File: src/rtl/pdp1panel_pkg.sv
// Shared definitions for the PDP-1 front-panel scanner: word size, row counts,
// slot and phase encodings, and the slot sequencing helper.
package pdp1panel_pkg;

   localparam int WORD    = 18;
   localparam int NSLOTS  = 5;
   localparam int NLIGHT  = 3;
   localparam int NSWITCH = 2;

   typedef enum logic [2:0] {
      SLOT_L0 = 3'd0,
      SLOT_L1 = 3'd1,
      SLOT_L2 = 3'd2,
      SLOT_S0 = 3'd3,
      SLOT_S1 = 3'd4
   } slot_e;

   typedef enum logic {
      PH_BLANK = 1'b0,
      PH_DWELL = 1'b1
   } phase_e;

   function automatic slot_e next_slot(input slot_e s);
      slot_e n;
      case (s)
         SLOT_L0: n = SLOT_L1;
         SLOT_L1: n = SLOT_L2;
         SLOT_L2: n = SLOT_S0;
         SLOT_S0: n = SLOT_S1;
         SLOT_S1: n = SLOT_L0;
         default: n = SLOT_L0;
      endcase
      return n;
   endfunction

endpackage

File: src/rtl/panel_debounce.sv
// Per-row switch debouncer: a row word is committed once the same sample has
// been seen on DEB_SCANS consecutive strobes.
module panel_debounce
   import pdp1panel_pkg::*;
#(
   parameter int DEB_SCANS = 4
) (
   input  logic            clk,
   input  logic            reset_n,
   input  logic            strobe,
   input  logic [0:WORD-1] sample,
   output logic [0:WORD-1] q
);

   localparam int CW = $clog2(DEB_SCANS + 1);
   localparam logic [CW-1:0] CNT_MAX = CW'(DEB_SCANS);

   logic [0:WORD-1] prev_q, prev_d;
   logic [0:WORD-1] q_q, q_d;
   logic [CW-1:0]   cnt_q, cnt_d;

   always_comb begin
      prev_d = prev_q;
      cnt_d  = cnt_q;
      q_d    = q_q;
      if (strobe) begin
         if (sample == prev_q) begin
            if (cnt_q == CNT_MAX) begin
               cnt_d = cnt_q;
            end else begin
               cnt_d = cnt_q + CW'(1);
            end
         end else begin
            prev_d = sample;
            cnt_d  = CW'(1);
         end
         // Commit on the same edge the run length is reached.
         if (cnt_d == CNT_MAX) begin
            q_d = prev_d;
         end else begin
            q_d = q_q;
         end
      end else begin
         q_d = q_q;
      end
   end

   always_ff @(posedge clk or negedge reset_n) begin
      if (!reset_n) begin
         prev_q <= '0;
         cnt_q  <= '0;
         q_q    <= '0;
      end else begin
         prev_q <= prev_d;
         cnt_q  <= cnt_d;
         q_q    <= q_d;
      end
   end

   assign q = q_q;

endmodule

File: src/rtl/panel_scan.sv
// Multiplexed LED/switch matrix scanner: cycles L0, L1, L2, S0, S1 with a blank
// gap before every dwell, drives light columns and debounces switch rows.
module panel_scan
   import pdp1panel_pkg::*;
#(
   parameter int DWELL     = 1000,
   parameter int BLANK     = 16,
   parameter int DEB_SCANS = 4
) (
   input  logic            clk,
   input  logic            reset_n,
   input  logic [0:WORD-1] light0,
   input  logic [0:WORD-1] light1,
   input  logic [0:WORD-1] light2,
   output logic [0:WORD-1] sw0,
   output logic [0:WORD-1] sw1,
   output logic [0:4]      row_n,
   output logic [0:WORD-1] col,
   output logic            col_oe,
   input  logic [0:WORD-1] col_in,
   output logic            frame
);

   localparam int MAXP = (BLANK > DWELL) ? BLANK : DWELL;
   localparam int CW   = (MAXP > 1) ? $clog2(MAXP) : 1;
   localparam logic [CW-1:0] BLANK_LAST = CW'(BLANK - 1);
   localparam logic [CW-1:0] DWELL_LAST = CW'(DWELL - 1);

   slot_e           slot_q, slot_d;
   phase_e          phase_q, phase_d;
   logic [CW-1:0]   cnt_q, cnt_d;
   logic [0:4]      row_n_q, row_n_d;
   logic [0:WORD-1] col_q, col_d;
   logic            col_oe_q, col_oe_d;
   logic            frame_q, frame_d;
   logic [0:WORD-1] sync1_q, sync2_q;
   logic            strobe0_s, strobe1_s;
   logic [0:WORD-1] sample_s;

   // Switch columns idle high through pull-ups; invert so 1 means closed.
   assign sample_s = ~sync2_q;

   // Slot/phase sequencing; row, column and frame outputs are decoded from the
   // next state so the registered outputs line up with the current state.
   always_comb begin
      slot_d    = slot_q;
      phase_d   = phase_q;
      cnt_d     = cnt_q + CW'(1);
      frame_d   = 1'b0;
      strobe0_s = 1'b0;
      strobe1_s = 1'b0;
      row_n_d   = 5'b11111;
      col_oe_d  = 1'b0;
      col_d     = '0;

      if (phase_q == PH_BLANK) begin
         if (cnt_q == BLANK_LAST) begin
            phase_d = PH_DWELL;
            cnt_d   = '0;
         end else begin
            phase_d = PH_BLANK;
         end
      end else begin
         if (cnt_q == DWELL_LAST) begin
            phase_d   = PH_BLANK;
            cnt_d     = '0;
            slot_d    = next_slot(slot_q);
            frame_d   = (slot_q == SLOT_S1);
            strobe0_s = (slot_q == SLOT_S0);
            strobe1_s = (slot_q == SLOT_S1);
         end else begin
            phase_d = PH_DWELL;
         end
      end

      // The light word is captured only when a dwell starts, so it cannot tear.
      if (phase_d == PH_DWELL) begin
         case (slot_d)
            SLOT_L0: begin
               row_n_d[0] = 1'b0;
               col_oe_d   = 1'b1;
               col_d      = (phase_q == PH_BLANK) ? light0 : col_q;
            end
            SLOT_L1: begin
               row_n_d[1] = 1'b0;
               col_oe_d   = 1'b1;
               col_d      = (phase_q == PH_BLANK) ? light1 : col_q;
            end
            SLOT_L2: begin
               row_n_d[2] = 1'b0;
               col_oe_d   = 1'b1;
               col_d      = (phase_q == PH_BLANK) ? light2 : col_q;
            end
            SLOT_S0: row_n_d[3] = 1'b0;
            SLOT_S1: row_n_d[4] = 1'b0;
            default: row_n_d = 5'b11111;
         endcase
      end else begin
         row_n_d = 5'b11111;
      end
   end

   // Scan state and registered panel drives; async clear turns all rows off at once.
   always_ff @(posedge clk or negedge reset_n) begin
      if (!reset_n) begin
         slot_q   <= SLOT_L0;
         phase_q  <= PH_BLANK;
         cnt_q    <= '0;
         row_n_q  <= 5'b11111;
         col_q    <= '0;
         col_oe_q <= 1'b0;
         frame_q  <= 1'b0;
      end else begin
         slot_q   <= slot_d;
         phase_q  <= phase_d;
         cnt_q    <= cnt_d;
         row_n_q  <= row_n_d;
         col_q    <= col_d;
         col_oe_q <= col_oe_d;
         frame_q  <= frame_d;
      end
   end

   // Two-flop synchronizer for the asynchronous switch sense lines.
   always_ff @(posedge clk or negedge reset_n) begin
      if (!reset_n) begin
         sync1_q <= '1;
         sync2_q <= '1;
      end else begin
         sync1_q <= col_in;
         sync2_q <= sync1_q;
      end
   end

   panel_debounce #(.DEB_SCANS(DEB_SCANS)) u_deb0 (
      .clk     (clk),
      .reset_n (reset_n),
      .strobe  (strobe0_s),
      .sample  (sample_s),
      .q       (sw0)
   );

   panel_debounce #(.DEB_SCANS(DEB_SCANS)) u_deb1 (
      .clk     (clk),
      .reset_n (reset_n),
      .strobe  (strobe1_s),
      .sample  (sample_s),
      .q       (sw1)
   );

   assign row_n  = row_n_q;
   assign col    = col_q;
   assign col_oe = col_oe_q;
   assign frame  = frame_q;

endmodule

File: config.mk
export PLATFORM = sky130hd
export DESIGN_NAME = panel_scan
export DESIGN_NICKNAME = d
export VERILOG_FILES = /design/src/rtl/pdp1panel_pkg.sv /design/src/rtl/panel_debounce.sv /design/src/rtl/panel_scan.sv
export SDC_FILE = /design/constraint.sdc
export NUM_CORES = 1
export LEC_CHECK = 0
export ABC_AREA = 1
export BUFFER_PORTS_ARGS = -buffer_cell sky130_fd_sc_hd__buf_2
export CORE_MARGIN = 3
export CORE_UTILIZATION = 30
export DETAILED_ROUTE_END_ITERATION = 6
export GPL_ROUTABILITY_DRIVEN = 0
export PLACE_DENSITY = 0.57
export SLEW_MARGIN = 20
export SYNTH_ARGS = -nofsm -noshare
export SYNTH_HDL_FRONTEND = slang
export SYNTH_SLANG_ARGS = --single-unit
File: constraint.sdc
create_clock -name clk -period 4.3 [get_ports clk]
set_clock_uncertainty 0.1 [all_clocks]
set_input_delay 0.86 -clock clk [delete_from_list [all_inputs] [get_ports clk]]
set_output_delay 0.86 -clock clk [all_outputs]
set_load 0.03 [all_outputs]
; Yosys cells after proc, flatten, opt, wreduce, memory -nomap -nowiden
; Cells that the tools add are included.
[op_classes]
addsub = 3
eq_ne = 19
n_mux = 34
n_bitwise = 1
reduce_logical = 6
[ops]
columns = op, count
row1 = $mux 18, 6
row2 = $pmux 18 s3, 1
row3 = $eq 18x18->1, 2
row4 = $mux 10, 3
row5 = $mux 3, 8
row6 = $eq 3x3->1 const B, 6
row7 = $not 18->18, 1
row8 = $mux 1, 14
row9 = $eq 3x2->1 const B, 4
row10 = $pmux 3 s4, 1
row11 = $add 10x1->10 const B, 1
row12 = $eq 10x10->1 const B, 1
row13 = $eq 10x4->1 const B, 1
row14 = $ne 3x3->1 const B, 3
row15 = $add 3x1->3 const B, 2
row16 = $eq 3x1->1 const B, 2
row17 = $logic_not 3->1, 2
row18 = $mux 5, 1
row19 = $reduce_and 2->1, 2
row20 = $reduce_and 3->1, 1
row21 = $reduce_or 3->1, 1
[word_totals]
reg_bits = 153
inputBits = 74
output_inout_bits = 61
word_cells = 78

; Depth between registers and ports, before layout
; Gate-level depths: netlist of run 1.
[depth]
ltp_word = 8
ltp_mapped = 14
ltp_nobuf = 13

; By module
; From an unflattened synthesis of run 1, not the netlist that was laid out.
[hier_totals]
hier_cells = 850
hier_area_um2 = 7226.9
[modules_own_cells]
columns = module, n_inst, cells_each, area_each_um2, seq_area_each_um2
row1 = panel_debounce, 2, 260, 2021.9, 975.9
row2 = panel_scan, 1, 330, 3183.1, 1928.1

; Worst setup path before layout of run 1
; OpenSTA, ideal clock, no wires.
[synth_timing]
path_type = reg2reg
from = reg u_deb0.cnt_q[0]
to = reg u_deb0.q_q (netlist bit u_deb0.q[10])
setup_time_ns = 0.118
arrival_ns = 1.737
required_ns = 4.082
slack_ns = 2.346
path_stages_with_launch = 10
path_buffers = 1
period_less_slack_ns = 1.954
path_cell_list = dfrtp_1 -> inv_1 -> ha_1 -> nand2_1 -> o21ai_0 -> nor2_1 -> nand3_2 -> buf_2 -> nand2_1 -> nand2_1
[synth_between]
elab_chain_len = 6
word_cells_on_any_way = 7
cone_classes = add/sub (1) / eq/ne (2) / mux (3) / reduce/logical (1)
[synth_lines]
columns = item, line
row1 = from (decl), panel_debounce.sv:20  ; logic [CW-1:0] cnt_q, cnt_d;
row2 = from (signal assigned), panel_debounce.sv:55  ; cnt_q <= cnt_d;
row3 = $add 3x1->3 or $eq 3x3->1 (tied branches), "panel_debounce.sv:31, panel_debounce.sv:28"
row4 = $mux 3 (*), panel_debounce.sv:28  ; if (cnt_q == CNT_MAX) begin
row5 = $mux 3 (*), panel_debounce.sv:27  ; if (sample == prev_q) begin
row6 = $mux 3 (*), panel_debounce.sv:26  ; if (strobe) begin
row7 = $eq 3x3->1 (*), panel_debounce.sv:38  ; if (cnt_d == CNT_MAX) begin
row8 = $reduce_and 2->1 (no source line) (*), --
row9 = to (signal assigned), panel_debounce.sv:56  ; q_q <= q_d;
row10 = to (decl), panel_debounce.sv:19  ; logic [0:WORD-1] q_q, q_d;
; Mark *: on every way between the ends. The rest lies on a longest branch, timed or not. The select of a mux whose other input is x is not followed.
; A chain may end at the register's enable or synchronous reset.

; Final worst setup path of run 1
[layout_timing]
from = reg cnt_q[0]
to = reg col_q (netlist bit col[6])
[layout_between]
elab_chain_len = 6
word_cells_on_any_way = 16
cone_classes = eq/ne (7) / mux (7) / reduce/logical (2)
[layout_lines]
columns = item, line
row1 = from (decl), panel_scan.sv:31  ; logic [CW-1:0] cnt_q, cnt_d;
row2 = from (signal assigned), panel_scan.sv:116  ; cnt_q <= cnt_d;
row3 = $eq 10x10->1 (*), panel_scan.sv:64  ; if (cnt_q == DWELL_LAST) begin
row4 = $mux 3 (*), panel_scan.sv:64
row5 = $mux 3 (*), panel_scan.sv:56  ; if (phase_q == PH_BLANK) begin
row6 = net slot_d[2], panel_scan.sv:29  ; slot_e slot_q, slot_d;
row7 = "$eq 3x1->1, or another cell as far along", panel_scan.sv:78  ; case (slot_d)
row8 = $ne 3x3->1 (no source line) or $pmux 18 s3 (tied branches), --
row9 = $reduce_and 3->1 (no source line) or $mux 18 (tied branches), --
row10 = to (signal assigned), panel_scan.sv:118  ; col_q <= col_d;
row11 = to (decl), panel_scan.sv:33  ; logic [0:WORD-1] col_q, col_d;
; Mark *: on every way through the listed nets, which the timed path passes. The rest lies on a longest branch.

==> results_dict.tcl, run 1 <==
set metrics [dict create \
    synthMuxAreaShare_pct 0 \
    start_util_pct 30.85 \
    cts_root_buffer "sky130_fd_sc_hd__clkbuf_16" \
    mappedNetlistNets 816 \
    regToRegSetupSlack_ns 1.74 \
    max_freq_mhz 390.8 \
    synth_largest_type_area_fraction_pct 41.24 \
    cp.required_ns 4.56 \
    yosysWarningCount 0 \
    crit_path_frequent_cell "sky130_fd_sc_hd__nand2_1" \
    final_setup_tns_ns 0 \
    areaGrowthSynthToFinish_pct 21.38 \
    clock_power_share_pct 46.1 \
    num-fill-cells 2251 \
    reg2reg_from "cnt_q[0]" \
    synth_top_family_by_area "simple AND/OR/NAND/NOR gates" \
    critPathBufInv 3 \
    share_of_total_power_in_sequential_cells_pct 49.5 \
    power_switching_uw 754.2 \
    cts_resized 0 \
    met2_demand_to_capacity_share_in_global_routing_pct 20.67 \
    setup_repair_after_global_routing_missed_its_margin "no" \
    floorplan.rows 54 \
    yosysUniqueCellTypes 37 \
    die_width_um 156.5 \
    place.port_buffers 134 \
    power_mw 3.046 \
    post_synth.cell_area_avg_um2 9.220 \
    status "finished clean" \
    synth_seq_area_share_pct 57.10 \
    first_pass_grt_wire_length_mm 27.26 \
    global_route_track_usage_on_met1_pct 19.55 \
    yosysMostFrequentCell "sky130_fd_sc_hd__nand2_1" \
    grt_pass1_vias 5272 \
    synthesis.instances 737 \
    post_synth_most_frequent_cells "214 x sky130_fd_sc_hd__nand2_1, 112 x sky130_fd_sc_hd__dfrtp_1, 85 x sky130_fd_sc_hd__nand3_1" \
    globalRoute.totalOverflow 0 \
    groute.usage.overall_pct 13.84 \
    layout_setup_ws_ns 1.741 \
    final.min_clock_period_ns 2.559 \
    total_leakage_power_nw 4.172 \
    synth.top_cells.by_area "sky130_fd_sc_hd__dfrtp_1 41%, sky130_fd_sc_hd__dfstp_2 16%, sky130_fd_sc_hd__nand2_1 12%, sky130_fd_sc_hd__nand3_1 6.3%, sky130_fd_sc_hd__nand4_1 3.6%" \
    path_max_fanout 39 \
    timing.hold.worst.class "reg -> reg" \
    power.share.switching_pct 24.76 \
    cp.depth 13 \
    holdPathEnd "sync2_q[7]" \
    timing.setup.critical_path_class "reg -> reg" \
    clkTransAtPathRegs_ns 0.07 \
    crit_path_end_kind "register" \
    reg2reg_to "col[6]" \
    path_delay_family "simple AND/OR/NAND/NOR gates" \
    cts.sinks 153 \
    synth_enable_flop_cells 0 \
    max_cap_viol_count 0 \
    final_clock_period_utilization_by_the_worst_path_pct 59.50 \
    hold_depth 0 \
    die_h_um 156.5 \
    finish.cell_count_without_fillers 1160 \
    clock_latency_ns 0.42 \
    hold_viol 0 \
    ant_nets 0 \
    synth_ff_type "sky130_fd_sc_hd__dfrtp_1" \
    synth_simple_gate_area_share_pct 28.85 \
    critical_path_arrival_ns 2.82 \
    synth-adder-area-share_pct 0.9206 \
    slew_headroom_pct 52.28 \
    ys_async_sr_fraction_pct 100.0 \
    dieArea_um2 24490 \
    worstHoldStart "sync1_q[7]" \
    antenna_fix_cells 0 \
    ctsHoldBuffers 0 \
    synth_compound_area_share_pct 4.843 \
    finalSetupViolCount 0 \
    drive_gt1_share_pct 28.41 \
    cell_internal_pwr_mw 2.291 \
    met3_resource_use_gr_pct 3.844 \
    grt_antenna_before_repair 1 \
    core-area_um2 22030 \
    cts-buffers-inserted 17 \
    pre_cts_ws_ns 1.732 \
    detailedRoute.firstPassIterationCount 5 \
    drv_slew 0 \
    cts_tree "built" \
    max_stage_delay_ns 0.40 \
    p_per_area_nw_per_um2 369.3 \
    reg2regPathDepth 13 \
    synthXorXnorAreaFrac_pct 2.449 \
    tightest_slew_ns 0.7150 \
    grt_start_max_net_pins 75 \
    vdd.ir_drop.worst_v 0.0001663 \
    top_level_ports 135 \
    synth_seq_cells 153 \
    cts.repair_timing.setup_buffer_count 0 \
    detail_route.wl_per_cell_um 14.03 \
    route.detailed.drc 0 \
    numPlacedInstances 1128 \
    layout.nets 946 \
    routed-via-count 5404 \
    yosysTopAreaCell "sky130_fd_sc_hd__dfrtp_1" \
    path_cells "ha_1, nand2_1, nor2_4, nand4_2, buf_4, nand2_4, inv_4, nand2_2, inv_2, nand2_4, nor2_8, nand2_1, nand2_1" \
    pwr-share-comb_pct 4.4 \
    critPathLaunchType "register" \
    timing.critical_path.slowest_stage_cell "sky130_fd_sc_hd__dfrtp_1" \
    dr.first_iter.drc_count 338 \
    cts_max_level 4 \
    place.detailed.hpwl_mm 11.55 \
    synth.cell_area_um2 6795 \
    cts_buffer_depth 2 \
    postRouteWirelength_mm 16.27 \
    detail_route.vias_per_cell 4.659 \
    layer_with_the_highest_usage "met2" \
]
-- layout make-up --
type                       count  area (um2)  area share [%]
timing repair buffer         142       737.0           8.935
clock inverter                15       131.4           1.593
sequential                   153        3880           47.04
inverter                      52       200.2           2.427
multi-input combinational    501        2524           30.60
tap                          280       350.3           4.248
clock buffer                  17       425.4           5.158
-- worst max-delay path by stage --
stage | from | endpoint | slack (ns)
after CTS | cnt_q[0] | col[3] | 1.72
after detailed placement | cnt_q[0] | col[17] | 1.73
after global routing | cnt_q[0] | col[5] | 1.47
after global placement | cnt_q[0] | col[10] | 1.80
after floorplan | u_deb0.cnt_q[0] | u_deb0.q[10] | 2.35
final | cnt_q[0] | col[6] | 1.74
-- metal layers --
layer / vias to the layer above / share of wire, %
met2: 159 / 44
met3: 20 / 6.2
li1: 2679 / -
met1: 2544 / 49
met5: - / 0.043
met4: 2 / 1.1
-- power groups by stage --
| stage | combinational (mW) | sequential [mW] | clock (mW) |
|---|---|---|---|
| final | 0.135 | 1.51 | 1.40 |
| after detailed placement | 0.139 | 1.53 | 0 |
| after CTS | 0.140 | 1.51 | 1.45 |
| after floorplan | 0.0356 | 1.54 | 0 |
| after global routing | 0.153 | 1.51 | 1.50 |
| after global placement | 0.140 | 1.53 | 0 |
-- flip-flops by register name, indices dropped and copies added (netlist names) --
register       count
sync2_q           18
u_deb0.cnt_q       3
u_deb0.prev_q     18
u_deb0.q          18
u_deb1.prev_q     18
row_n              5
u_deb1.cnt_q       3
slot_q             3
col_oe             1
cnt_q             10
phase_q            1
col               18
frame              1
sync1_q           18
u_deb1.q          18
-- per-stage QoR --
stage / hold WS, ns / utilization (%) / instance area (um2)
3_5_place_dp: 0.2468 / 34.92 / 7691
4_1_cts: 0.2527 / 37.45 / 8248
5_1_grt: 0.2588 / 37.45 / 8248
3_3_place_gp: 0.2455 / 34.90 / 7686
2_1_floorplan: 0.2452 / - / 6795
6_report: 0.2505 / 37.45 / 8248
-- cell usage in the layout, fill, tap and decap left out, types with 7 or more instances in the layout --
| cell type | count |
|---|---|
| sky130_fd_sc_hd__buf_4 | 8 |
| sky130_fd_sc_hd__xor2_1 | 10 |
| sky130_fd_sc_hd__nand3_1 | 84 |
| sky130_fd_sc_hd__dfstp_2 | 41 |
| sky130_fd_sc_hd__inv_1 | 45 |
| sky130_fd_sc_hd__nand2_1 | 214 |
| sky130_fd_sc_hd__nand2_2 | 7 |
| sky130_fd_sc_hd__clkbuf_16 | 17 |
| sky130_fd_sc_hd__buf_2 | 133 |
| sky130_fd_sc_hd__xnor2_1 | 9 |
| sky130_fd_sc_hd__nor3_1 | 7 |
| sky130_fd_sc_hd__o21ai_0 | 47 |
| sky130_fd_sc_hd__dfrtp_1 | 112 |
| sky130_fd_sc_hd__nand4_1 | 39 |
| sky130_fd_sc_hd__nor2_1 | 43 |
-- cell families after synthesis --
| group | count (synthesis) |
|---|---|
| AOI/OAI and AO/OA | 61 |
| xor gates and xnor gates | 19 |
| adders and majority gates | 5 |
| buffers and inverters | 83 |
| DFF | 153 |
| and+or+nand+nor | 416 |
(Power assumes the default switching activity.)
==> run 2: changes to the inputs <==
- clock period: 4.3 -> 2.6 ns (I/O delays scaled with it)
==> run 2 against run 1 <==
  * The run now ends with hold timing left
  * Register-to-register slack worse by 1.3 ns
  * Total power rose by 75%
  * Via count about the same
  * Core utilization increased by 0.65 points
  * Sequential power rose by 65%
  * Sequential cell count unchanged
  * Critical endpoint is now col[4]
==> results_dict.tcl, run 2 (synthesis gave the netlist of run 1 again) <==
set metrics [dict create \
    status "complete, but fails checks" \
    failing_checks "hold timing" \
    total_leakage_power_nw 4.250 \
    slew_headroom_pct 60.75 \
    cts_root_buffer "sky130_fd_sc_hd__clkbuf_16" \
    hold_ws_ns -0.01416 \
    layout_common_cells "214 x sky130_fd_sc_hd__nand2_1, 133 x sky130_fd_sc_hd__buf_2, 112 x sky130_fd_sc_hd__dfrtp_1, 85 x sky130_fd_sc_hd__nand3_1, 47 x sky130_fd_sc_hd__o21ai_0" \
    dieArea_um2 24490 \
    finish.instance_area_um2 8391 \
    cts-buffers-inserted 17 \
    clkTransAtPathRegs_ns 0.07 \
    setup_repair_after_global_routing_missed_its_margin "no" \
    grt_antenna_before_repair 1 \
    die_width_um 156.5 \
    floorplan.rows 54 \
    max_stage_delay_ns 0.37 \
    cts_resized 0 \
    top_level_ports 135 \
    first_pass_grt_wire_length_mm 27.40 \
    final_clock_period_utilization_by_the_worst_path_pct 84.58 \
    p_per_area_nw_per_um2 635.9 \
    timing.setup.critical_path_class "reg -> reg" \
    routed-via-count 5405 \
    dr.first_iter.drc_count 334 \
    final_common_cell "sky130_fd_sc_hd__nand2_1" \
    final_setup_tns_ns 0 \
    path_cells "ha_1, nand2_1, nor2_4, nand3_4, nand2_2, nand2_4, inv_4, buf_4, nand3_2, inv_4, nand2_1, nand2_1" \
    drv_slew 0 \
    timing.critical_path.slowest_stage_cell "sky130_fd_sc_hd__dfrtp_1" \
    cts_tree "built" \
    die_h_um 156.5 \
    post_dp_cell_area_um2 7764 \
    finish.cell_count_without_fillers 1167 \
    regToRegSetupSlack_ns 0.40 \
    place.detailed.hpwl_mm 11.81 \
    cts.repair_timing.setup_buffer_count 0 \
    tightest_slew_ns 0.5888 \
    antenna_fix_cells 0 \
    crit_path_frequent_cell "sky130_fd_sc_hd__nand2_1" \
    detail_route.wl_per_cell_um 13.99 \
    ctsHoldBuffers 0 \
    place.port_buffers 134 \
    final.min_clock_period_ns 2.199 \
    path_max_fanout 37 \
    critPathLaunchType "register" \
    drive_gt1_share_pct 28.86 \
    cts_max_level 4 \
    grt_pass1_vias 5401 \
    pre_cts_ws_ns 0.4069 \
    layout_setup_ws_ns 0.4009 \
    max_cap_viol_count 0 \
    numPlacedInstances 1135 \
    ant_nets 0 \
    clock_latency_ns 0.43 \
    timing.hold.worst.class "in -> async" \
    layout.nets 953 \
    max_freq_mhz 454.7 \
    num-fill-cells 2228 \
    areaGrowthSynthToFinish_pct 23.48 \
    groute.usage.overall_pct 13.90 \
    route.detailed.drc 0 \
    detail_route.vias_per_cell 4.632 \
    critical_path_arrival_ns 2.46 \
    grt_start_max_net_pins 61 \
    postRouteWirelength_mm 16.33 \
    core-area_um2 22030 \
    start_util_pct 30.85 \
    hold_viol 21 \
    detailedRoute.firstPassIterationCount 5 \
    cp.required_ns 2.86 \
    cts_buffer_depth 2 \
    finalSetupViolCount 0 \
    cts.sinks 153 \
    vdd.ir_drop.worst_v 0.0004020 \
    crit_path_end_kind "register" \
    globalRoute.totalOverflow 0 \
]
## run 2: cell count changes in the layout (fill, tap and decap cells not counted), moves of 2 or more
| cell | before | now |
|---|---|---|
| sky130_fd_sc_hd__buf_12 | 0 | 2 |
| sky130_fd_sc_hd__clkinv_2 | 2 | 0 |
| sky130_fd_sc_hd__clkinv_4 | 3 | 1 |
| sky130_fd_sc_hd__bufinv_16 | 0 | 3 |
| sky130_fd_sc_hd__buf_4 | 8 | 13 |
| sky130_fd_sc_hd__inv_6 | 4 | 7 |
## run 2: path summary, 6_finish.rpt
| kind | to | from | cells past startpoint |
|---|---|---|---|
| worst max-delay path | col[4] | cnt_q[0] | 12 |
| worst min-delay path | u_deb1.q[12] | reset_n | 1 |
| worst max register to register | col[4] | cnt_q[0] | 12 |
| worst min register to register | sync2_q[16] | sync1_q[16] | 0 |
| max in group asynchronous | sync2_q[10] | reset_n | 2 |
| min in group clk | sync1_q[11] | col_in[11] | 1 |
## run 2: report_power, final
group          internal, mW  switching, mW  total [mW]
sequential             2.45         0.0397        2.49
clock                  1.55           1.07        2.62
combinational        0.0878          0.140       0.228
total                  4.09           1.25        5.34
## run 2: final cells by class
class	count	area, um2	share of cell area, %
clock inverters	15	201.4	2.401
repair buffers	149	814.5	9.708
well taps	280	350.3	4.175
flip-flops and latches	153	3880	46.24
multi-input cells	501	2519	30.02
inverters	52	200.2	2.386
clock buffers	17	425.4	5.070
## run 2: worst max-delay path, delay by kind of cell (launching register included)
family / cells / cell delay [ns]
flip-flops: 1 / 0.37
adder cells (fa/ha/maj): 1 / 0.19
buffers and inverters: 3 / 0.58
AND/OR/NAND/NOR: 8 / 0.88
## run 2: per-layer routing
metal / up-vias / wire length, um / track usage [%]
met5: - / 12 / 0
met4: 2 / 160 / 4.544
li1: 2700 / - / -
met1: 2515 / 7684 / 18.65
met2: 174 / 7282 / 21.31
met3: 14 / 1190 / 4.535
## run 2: metrics by stage
stage / utilization [%] / power [mW]
5_1_grt: 38.09 / 5.551
4_1_cts: 38.09 / 5.411
2_1_floorplan: - / 2.603
6_report: 38.09 / 5.335
3_3_place_gp: 35.25 / 2.764
3_5_place_dp: 35.25 / 2.764
